### src/rtl/maze_wall_scheduler.sv
// maze_wall_scheduler: shares one combinational maze wall-lookup port between
// two requesters (A and B). Each fetch reads the four walls of a cell in two
// lookup phases (base cell, then the +1 neighbours) and returns them with a
// one-cycle valid pulse to the requester that owns the fetch.
// Optional feature: define MAZE_SCHED_CACHE_EN to keep a one-entry tag per
// requester so that a repeat fetch of the same cell skips the lookup phases.
module maze_wall_scheduler (
    input  logic       clk,
    input  logic       rst,
    input  logic       req_a,
    input  logic [7:0] pos_a,
    output logic [3:0] walls_a,
    output logic       valid_a,
    input  logic       req_b,
    input  logic [7:0] pos_b,
    output logic [3:0] walls_b,
    output logic       valid_b,
    output logic [3:0] lk_x,
    output logic [3:0] lk_x_alt,
    output logic [3:0] lk_y,
    output logic [3:0] lk_y_alt,
    input  logic       lk_horizontal,
    input  logic       lk_vertical,
    output logic       busy
);

    typedef enum logic [1:0] {IDLE, PH0, PH1, RESP} state_t;

    state_t     state;
    state_t     next_state;

    // owner / last_grant encoding: 0 = requester A, 1 = requester B
    logic       owner;
    logic       last_grant;
    logic [3:0] cur_x;
    logic [3:0] cur_y;
    logic [3:0] stage;
    logic [3:0] walls_a_q;
    logic [3:0] walls_b_q;
    logic       grant;
    logic       grant_b;
    logic       hit;
    logic       resp_live;

`ifdef MAZE_SCHED_CACHE_EN
    logic [7:0] tag_a;
    logic [7:0] tag_b;
    logic       tag_ok_a;
    logic       tag_ok_b;
`endif

    // Arbitration: a lone requester wins; on a tie the one not granted last wins
    always_comb begin
        grant   = req_a | req_b;
        grant_b = req_b & (~req_a | ~last_grant);
`ifdef MAZE_SCHED_CACHE_EN
        if (grant_b) begin
            hit = tag_ok_b & (tag_b == pos_b);
        end else begin
            hit = tag_ok_a & (tag_a == pos_a);
        end
`else
        hit = 1'b0;
`endif
    end

    // State register
    always_ff @(posedge clk) begin
        if (rst) begin
            state <= IDLE;
        end else begin
            state <= next_state;
        end
    end

    // Next-state logic: fixed walk through the two lookup phases, or a jump
    // straight to RESP when the cache already holds the requested cell
    always_comb begin
        next_state = state;
        case (state)
            IDLE: begin
                if (grant) begin
                    next_state = hit ? RESP : PH0;
                end
            end
            PH0:     next_state = PH1;
            PH1:     next_state = RESP;
            RESP:    next_state = IDLE;
            default: next_state = IDLE;
        endcase
    end

    // Datapath: latch the granted position, stage the wall bits from each
    // lookup phase, and commit the staged walls to the owner in RESP
    always_ff @(posedge clk) begin
        if (rst) begin
            owner      <= 1'b0;
            last_grant <= 1'b1;
            cur_x      <= 4'd0;
            cur_y      <= 4'd0;
            stage      <= 4'hF;
            walls_a_q  <= 4'hF;
            walls_b_q  <= 4'hF;
`ifdef MAZE_SCHED_CACHE_EN
            tag_a      <= 8'd0;
            tag_b      <= 8'd0;
            tag_ok_a   <= 1'b0;
            tag_ok_b   <= 1'b0;
`endif
        end else begin
            case (state)
                IDLE: begin
                    if (grant) begin
                        owner      <= grant_b;
                        last_grant <= grant_b;
                        cur_x      <= grant_b ? pos_b[7:4] : pos_a[7:4];
                        cur_y      <= grant_b ? pos_b[3:0] : pos_a[3:0];
                        if (hit) begin
                            stage <= grant_b ? walls_b_q : walls_a_q;
                        end
                    end
                end
                PH0: begin
                    stage[0] <= lk_horizontal;
                    stage[3] <= lk_vertical;
                end
                PH1: begin
                    stage[2] <= lk_horizontal;
                    stage[1] <= lk_vertical;
                end
                RESP: begin
                    if (owner) begin
                        walls_b_q <= stage;
`ifdef MAZE_SCHED_CACHE_EN
                        tag_b    <= {cur_x, cur_y};
                        tag_ok_b <= 1'b1;
`endif
                    end else begin
                        walls_a_q <= stage;
`ifdef MAZE_SCHED_CACHE_EN
                        tag_a    <= {cur_x, cur_y};
                        tag_ok_a <= 1'b1;
`endif
                    end
                end
                default: ;
            endcase
        end
    end

    // Outputs: lookup address per phase, valid pulse and live walls in RESP
    // (a reset arriving in RESP suppresses the pulse)
    always_comb begin
        lk_x      = 4'd0;
        lk_x_alt  = 4'd0;
        lk_y      = 4'd0;
        lk_y_alt  = 4'd0;
        case (state)
            PH0: begin
                lk_x     = cur_x;
                lk_x_alt = cur_x;
                lk_y     = cur_y;
                lk_y_alt = cur_y;
            end
            PH1: begin
                lk_x     = cur_x;
                lk_x_alt = cur_x + 4'd1;
                lk_y     = cur_y;
                lk_y_alt = cur_y + 4'd1;
            end
            default: ;
        endcase
        busy      = (state != IDLE);
        resp_live = (state == RESP) & ~rst;
        valid_a   = resp_live & ~owner;
        valid_b   = resp_live & owner;
        walls_a   = valid_a ? stage : walls_a_q;
        walls_b   = valid_b ? stage : walls_b_q;
    end

endmodule
### config.mk
export PLATFORM = sky130hd
export DESIGN_NAME = maze_wall_scheduler
export DESIGN_NICKNAME = d
export VERILOG_FILES = /design/src/rtl/maze_wall_scheduler.sv
export SDC_FILE = /design/constraint.sdc
export NUM_CORES = 1
export LEC_CHECK = 0
export CAP_MARGIN = 20
export CORE_MARGIN = 3
export CORE_UTILIZATION = 33
export CTS_BUF_LIST = sky130_fd_sc_hd__clkbuf_4
export CTS_CLUSTER_SIZE = 16
export DETAILED_ROUTE_END_ITERATION = 8
export SLEW_MARGIN = 20
export SYNTH_ARGS = -nofsm -noshare
export SYNTH_HDL_FRONTEND = slang
export SYNTH_SLANG_ARGS = --single-unit
### constraint.sdc
create_clock -name clk -period 4 [get_ports clk]
set_clock_uncertainty 0.15 [all_clocks]
set_input_delay 0.4 -clock clk [delete_from_list [all_inputs] [get_ports clk]]
set_output_delay 0.4 -clock clk [all_outputs]
set_load 0.05 [all_outputs]
==> metrics.yaml <==
criticalPathCategory: "flop to primary output"
max_cap_violations: 0
detail_route.first_pass.iterations: 4
yosys-top-cells-count: "dfxtp_1 (24), a211o_1 (12), nand2_1 (11)"
finalSetupViolCount: 0
ant_nets: 0
ys_warn_count: 0
hold_violations: 0
grt_max_degree: 19
die_w_um: 71.5
place_hpwl_um: 2720
drtIter0Drc: 61
use_met1_pct: 17.9
grt_first_pass_wirelength_um: 5890
ys_seq_elements: 24
insertion_delay_ps: 310
setup_tns_ps: 0
syn_nets: 182
cts_root_buf: "clkbuf_4"
period_minus_slack_ps: 3220
wl_per_cell_um: 14.2
drt-total-wl_um: 3500
synth_top_family_by_area: "compound AO/OA/AOI/OAI gates"
crit_path_max_incr_delay_ps: 800
area_delta_synth_final_pct: 37.6
clkSinkCount: 24
numCtsBuffers: 3
critPathRequiredTime_ps: 3450
async_flop_share_pct: 0
clk_path_buf_depth: 2
synth_adder_area_share_pct: 5.31
place_area_um2: 1890
synth_edf_count: 0
critPathSlowestCell: "clkdlybuf4s50_1"
rows: 23
use_met2_pct: 24.2
relSlewSlack_pct: 66.3
power_uw: 1320
dieArea_um2: 5110
fin_nets: 225
yosysTopAreaCell: "dfxtp_1"
synthXorXnorAreaFrac_pct: 1.24
finalWorstSetupSlack_ps: 776
critPathBufInv: 2
cts_tree: "done"
start_util_pct: 34.9
design.core.area_um2: 4060
rsz0062_at_grt: "no"
cp_max_fo: 14
synth_top_area_share_pct: 34.0
grt-ovfl-total: 0
synth-simple-area-share_pct: 20.0
postCtsHoldBufs: 0
slew_violations: 0
cpLargestDelayFamily: "buffers and inverters"
gr-max-usage-layer: "met2"
gp_congestion: 0.796
fin_area_um2: 1950
grt.total_usage_pct: 14.3
port-buffer-count: 48
crit_chain: "inv_1 -> ha_1 -> nand2_1 -> nor3b_1 -> a21o_1 -> clkdlybuf4s50_1"
synth_area_um2: 1420
synth_compound_area_share_pct: 24.7
fp.dieH_um: 71.5
leakage_uw: 0.000746
arrival_ps: 2670
rrSetupSlack_ps: 2290
worst_slew_pin_slew_ps: 504
worstHoldPathType: "flop to flop"
post_cts_buffers: 0
diodes: 0
timing.hold.ws_ps: 330
fin_crit_sh_pct: 80.6
synth_seq_area_share_pct: 34.0
met3_usage_pct: 3.23
post-place-ws_ps: 1050
fmax_mhz: 310
drc_errors: 0
grt_pass1_vias: 1264
ys_top_cells_by_area: "dfxtp_1 (34%), a211o_1 (7.4%), ha_1 (5.3%)"
status: "finished clean"
avgSynthCellArea_um2: 9.19
antenna_found_initial: 0
irDropWorstVdd_mv: 0.370
ys.flop_type: "dfxtp_1"
drive_above_1_share_pct: 12.2
muxShareOfSynthArea_pct: 9.02
h-tree-depth: 1
ios: 49
crit_path_start_kind: "flop"
synth_cells: 154
powerDensity_nw_per_um2: 678
ctsResizeCount: 0
num-fill-cells: 379
synth_cell_type_count: 39
via_count: 1283
yosysMostFrequentCell: "dfxtp_1"
clk_pin_slew_worst_paths_ps: 140
avgViaCountPerCell: 5.22
critPathCaptureType: "primary output"
where the power goes:
part,switching (uW),total [uW],internal [uW],leakage [uW]
combinational,471,759,288,0.000520
clock,75.5,177,101,0.0000279
sequential,79.8,385,305,0.000198
final cells by class:
class	instances	area (um^2)	share of cell area (%)
Clock buffer	3	22.5	1.16
Clock inverter	1	30.0	1.54
Timing Repair Buffer	49	488	25.1
Tap cell	50	62.6	3.21
Inverter	3	11.3	0.578
Multi-Input combinational cell	116	852	43.8
Sequential cell	24	480	24.7
metal layers:
metal  vias to the layer above  part of all wire [%]  wire [um]
li1                        643                     -          -
met1                       602                    44       1560
met2                        34                    50       1750
met3                         4                   4.3        151
met4                         0                   1.3         46
met5                         -                     0          0
per-stage QoR:
stage | instances | util (%)
2_1_floorplan | 154 | -
3_5_place_dp | 242 | 46.7
4_1_cts | 246 | 48.0
5_1_grt | 246 | 48.0
6_report | 246 | 48.0
3_3_place_gp | 242 | 46.7
state kept, by name (all words and copies together), names as in the netlist:
signal,count
stage,4
cur_y,4
owner,1
state,2
walls_b_q,4
cur_x,4
walls_a_q,4
last_grant,1
layout by cell type, fill, tap and decap left out, types with 4 or more instances in the layout:
cell and instances:
clkdlybuf4s50_1 48, dfxtp_1 24, a211o_1 12, nand2_1 11
nor2_1 10, a21oi_1 10, and2_1 9, a211oi_1 8
nor2b_1 8, mux2_2 6, ha_1 6, mux2_4 4
and3_1 4
logic make-up after synthesis:
kind of cell    Yosys count
buf+inv                  14
flops                    24
simple gates             52
mux                      10
xor+xnor                  2
fa+ha+maj                 6
compound gates           46
path summary, 6_finish.rpt:
path	to	startpoint	cells after the start
setup / recovery	lk_y_alt[2]	state[0]	6
hold / removal	walls_b_q[0]	walls_b_q[0]	1
setup reg to reg	state[1]	state[0]	5
hold reg to reg	walls_b_q[0]	walls_b_q[0]	1
Power figures use the tool's default switching activity.
==> RTL change 1: new RTL, same flow settings <==
Add a define of `MAZE_SCHED_CACHE_EN`.
--- a/src/rtl/maze_wall_scheduler.sv
+++ b/src/rtl/maze_wall_scheduler.sv
@@ -5,4 +5,6 @@
 // Optional feature: define MAZE_SCHED_CACHE_EN to keep a one-entry tag per
 // requester so that a repeat fetch of the same cell skips the lookup phases.
+`define MAZE_SCHED_CACHE_EN
+
 module maze_wall_scheduler (
     input  logic       clk,
Check against the original RTL: not equivalent (Yosys sat finds a counterexample within 10 cycles, from zero or initial values and one cycle with rst high).
==> RTL change 1 against the original RTL <==
Total power increased by 17%; clock power increased by 8%; area after synthesis increased by 60%; via count increased by 60%; design area increased by 45%; utilization decreased by 4.5 points; highest routed layer unchanged; count of clock-buffer cells in the layout increased by 2; wire length increased by 73%; setup slack got worse by 79 ps; sequential cell count increased by 18.
==> RTL change 1: results (changes against the original RTL) <==
vias in the first global route 2023 (+60%); first-pass GRT wire length 10230 um (+74%); Detailed Place HPWL 4373 um (+61%); setup slack, reg-to-reg 1800 ps (-490 ps); gr usage total 16.69% (+2.4 points); Lkg Pwr 1.046 nW (+40%); Place WS 1080 ps (+34.32 ps); sequential-to-total area share from yosys stat 37.09% (+3.1 points); hold path cells 2 (+1); DRT Wirelength 6066 um (+73%); #MultiIn Comb 227 (+96%); switch share 46.78% (-0.66 points); mux cell area share after synthesis 6.733% (-2.3 points); share of the synthesized area in the top cell type 37.09% (+3.1 points); hold_ws 326.8 ps (-3.382 ps); Fill cells 655 (+73%); nets 357 (+59%); #FFs+latches synth 42 (+75%); Area contributors post-synth dfxtp_1 (37%), nand2_1 (13%), xnor2_1 (5.0%); VDD IR-drop max 166.1 uV (-55%); sequential cell area share 29.76% (+5.1 points); Final period util 82.59% (+2.0 points); Min-Delay Endpoint tag_b[1]$_SDFFE_PP0P_; multi-input logic area 1360 um2 (+60%); gpl congestion 0.8270 (+3.9%); Worst slew margin 37.27% (-29 points); post-synthesis net count 315 (+73%); share of post-route cells with drive strength above 1 9.756% (-2.5 points); crit path to lk_y_alt[3]; Post-Place Cells 399 (+65%); Clock Latency Late Sink 350 ps (+40 ps); Non-Filler Instances 405 (+65%); FF-to-FF path depth 6 (+1); outcome finished clean; most frequent cells after synthesis nand2_1 (78), dfxtp_1 (42), nor2_1 (25); hold path start tag_b[1]$_SDFFE_PP0P_; CTS Buf Count 5 (+2); Via Count 2057 (+60%); clock slew at reported path FFs 120 ps (-20 ps); Synth Area per Inst 7.900 um2 (-14%); R2R Path End stage[1]$_SDFFE_PP1P_; Compound-Gate Fraction of Synth Area 14.62% (-10 points); sequential cell area 840.8 um2 (+75%); pin count of the biggest net entering global routing 29 (+10); Data buffer area share 16.83% (-8.2 points); Synth Area in XOR/XNOR 6.567% (+5.3 points); clock network area share 1.461% (-1.2 points); Cell Area, Placed 2781 um2 (+47%); Max stage delay on crit path 840 ps (+40 ps); nonclk buf count 50 (+2.0%); DRT iter0 DRCs 92 (+51%); Max FO, Critical Path 16 (+2); Worst EP arrival 2750 ps (+80 ps)
RTL change 1: cell types whose count changed after synthesis, moves of 6 or more:
| cell | change |
|---|---|
| a21oi_1 | +11 |
| clkbuf_1 | +9 |
| a311oi_1 | +9 |
| dfxtp_1 | +18 |
| xnor2_1 | +13 |
| nor2_1 | +15 |
| nand3b_1 | +8 |
| nor2b_1 | -6 |
| nand2_1 | +67 |
| a211o_1 | -12 |
RTL change 1: power groups by stage:
stage | combinational (mW) | sequential (mW) | clock [mW]
final | 0.781 | 0.577 | 0.191
after global routing | 0.861 | 0.589 | 0.213
after CTS | 0.787 | 0.577 | 0.198
after detailed placement | 0.783 | 0.587 | 0
after global placement | 0.777 | 0.585 | 0
after floorplan | 0.569 | 0.551 | 0
RTL change 1: layer usage:
metal  up-vias  GRT usage, %  wire, um
met4         0         3.434        57
met1       931         23.61      2914
met3         5         3.259       317
li1       1062             -         -
met5         -             0         0
met2        59         26.38      2776
==> RTL change 2: new RTL, same flow settings <==
Made on the original files. Re-encode `state_t` (4 states) as one-hot, 4 bits wide.
--- a/src/rtl/maze_wall_scheduler.sv
+++ b/src/rtl/maze_wall_scheduler.sv
@@ -25,5 +25,5 @@
 );
 
-    typedef enum logic [1:0] {IDLE, PH0, PH1, RESP} state_t;
+    typedef enum logic [3:0] {IDLE = 4'b0001, PH0 = 4'b0010, PH1 = 4'b0100, RESP = 4'b1000} state_t;
 
     state_t     state;
Formal check against the unedited RTL: same outputs for any inputs over 10 cycles, from zero or initial values and one cycle with rst high; not proved beyond that.
==> RTL change 2 against the original RTL <==
Wire length grew 11%; largest cell class unchanged; synthesized cell count grew 5.2%; highest routed layer unchanged; sequential cell count up 2; design area increased by 1.3%; first-iteration DRC count down 33%; via count rose by 6.0%; setup slack got worse by 310 ps; worst hold slack improved by 32 ps; critical endpoint is now walls_a[1]; critical path type unchanged; die area is 1.1% higher; area after synthesis rose by 1.1%.
Power is not compared: it rests on default switching activity, and its combinational part moved more than twofold at a synthesized area within 25%.
==> RTL change 2: results (changes against the original RTL) <==
pin count of the biggest net entering global routing 18 (-1); non-clock inverter count 11 (+8); vias in the first global route 1408 (+11%); gr usage total 15.67% (+1.4 points); nets 232 (+3.1%); first-pass GRT wire length 6541 um (+11%); Root Buffer Master clkbuf_4; ys flop type dfxtp_1; mux cell area share after synthesis 12.94% (+3.9 points); Place WS 823.2 ps (-222.6 ps); Synth Area in XOR/XNOR 1.836% (+0.60 points); Area growth, synth to finish 37.85%; synth warn 0 (unchanged); Syn Inst Count 162 (+5.2%); Post-Synth Adder-Cell Area 1.748% (-3.6 points); #MultiIn Comb 113 (-2.6%); Worst EP arrival 2980 ps (+310 ps); Yosys cell types 36 (-7.7%); Compound-Gate Fraction of Synth Area 18.71% (-6.0 points); clock network area share 1.141% (-1.6 points); via/cell ratio 5.313 (+1.9%); share of post-route cells with drive strength above 1 8.738% (-3.5 points); Max stage delay on crit path 700 ps (-100 ps); Area contributors post-synth dfxtp_1 (36%), mux2i_1 (5.6%), nor2_1 (5.0%); multi-input logic area 808.3 um2 (-5.1%); Post-Place Cells 253 (+4.5%); sequential cell area 520.5 um2 (+8.3%); H-tree levels 1 (unchanged); gpl congestion 0.7332 (-7.9%); Fill cells 394 (+4.0%); Hold Path Class reg -> reg; post-synthesis net count 186 (+2.2%); flip-flop and latch count 26 (+8.3%); outcome finished clean; Detailed Place HPWL 2992 um (+10%); nonclk buf count 53 (+8.2%); Max FO, Critical Path 15 (+1); Internal Power 0.3809 mW; Worst slew margin 50.80% (-15 points); most frequent cells after synthesis dfxtp_1 (26), nor2_1 (19), inv_1 (10); family with the most delay on the worst path simple AND/OR/NAND/NOR gates; cts repair resizes 0 (unchanged); DRT iter0 DRCs 41 (-33%); Slew Limit Fails 0 (unchanged); seq pwr 0.299 mW; sequential-to-total area share from yosys stat 36.36% (+2.4 points); Clock Latency Late Sink 310 ps (about the same); Via Count 1360 (+6.0%); Data buffer area share 26.25% (+1.2 points); DRT Wirelength 3892 um (+11%)
==> RTL change 2: final timing paths <==
check,slack [ps],cells after the start,end,start
worst max-delay path,470,4,walls_a[1],state[3]$_SDFFE_PP0P_
worst min-delay path,360,2,last_grant$_SDFFE_PP1P_,last_grant$_SDFFE_PP1P_
worst max register to register,1920,4,cur_y[3]$_SDFFE_PP0P_,state[0]$_SDFFE_PP1P_
worst min register to register,360,2,last_grant$_SDFFE_PP1P_,last_grant$_SDFFE_PP1P_
==> RTL change 2: worst register-to-register path, delay by kind of cell (launching register included) <==
kind	cells	cell delay, ps
flip-flops	1	660
AO/OA/AOI/OAI	2	640
AND/OR/NAND/NOR	1	300
buffers and inverters	1	240
==> RTL change 2: metal layers <==
layer | track usage [%] | routed length (um)
met1 | 21.94 | 1831
met5 | 0 | 0
met4 | 2.714 | 8
met2 | 25.00 | 1785
met3 | 3.506 | 267
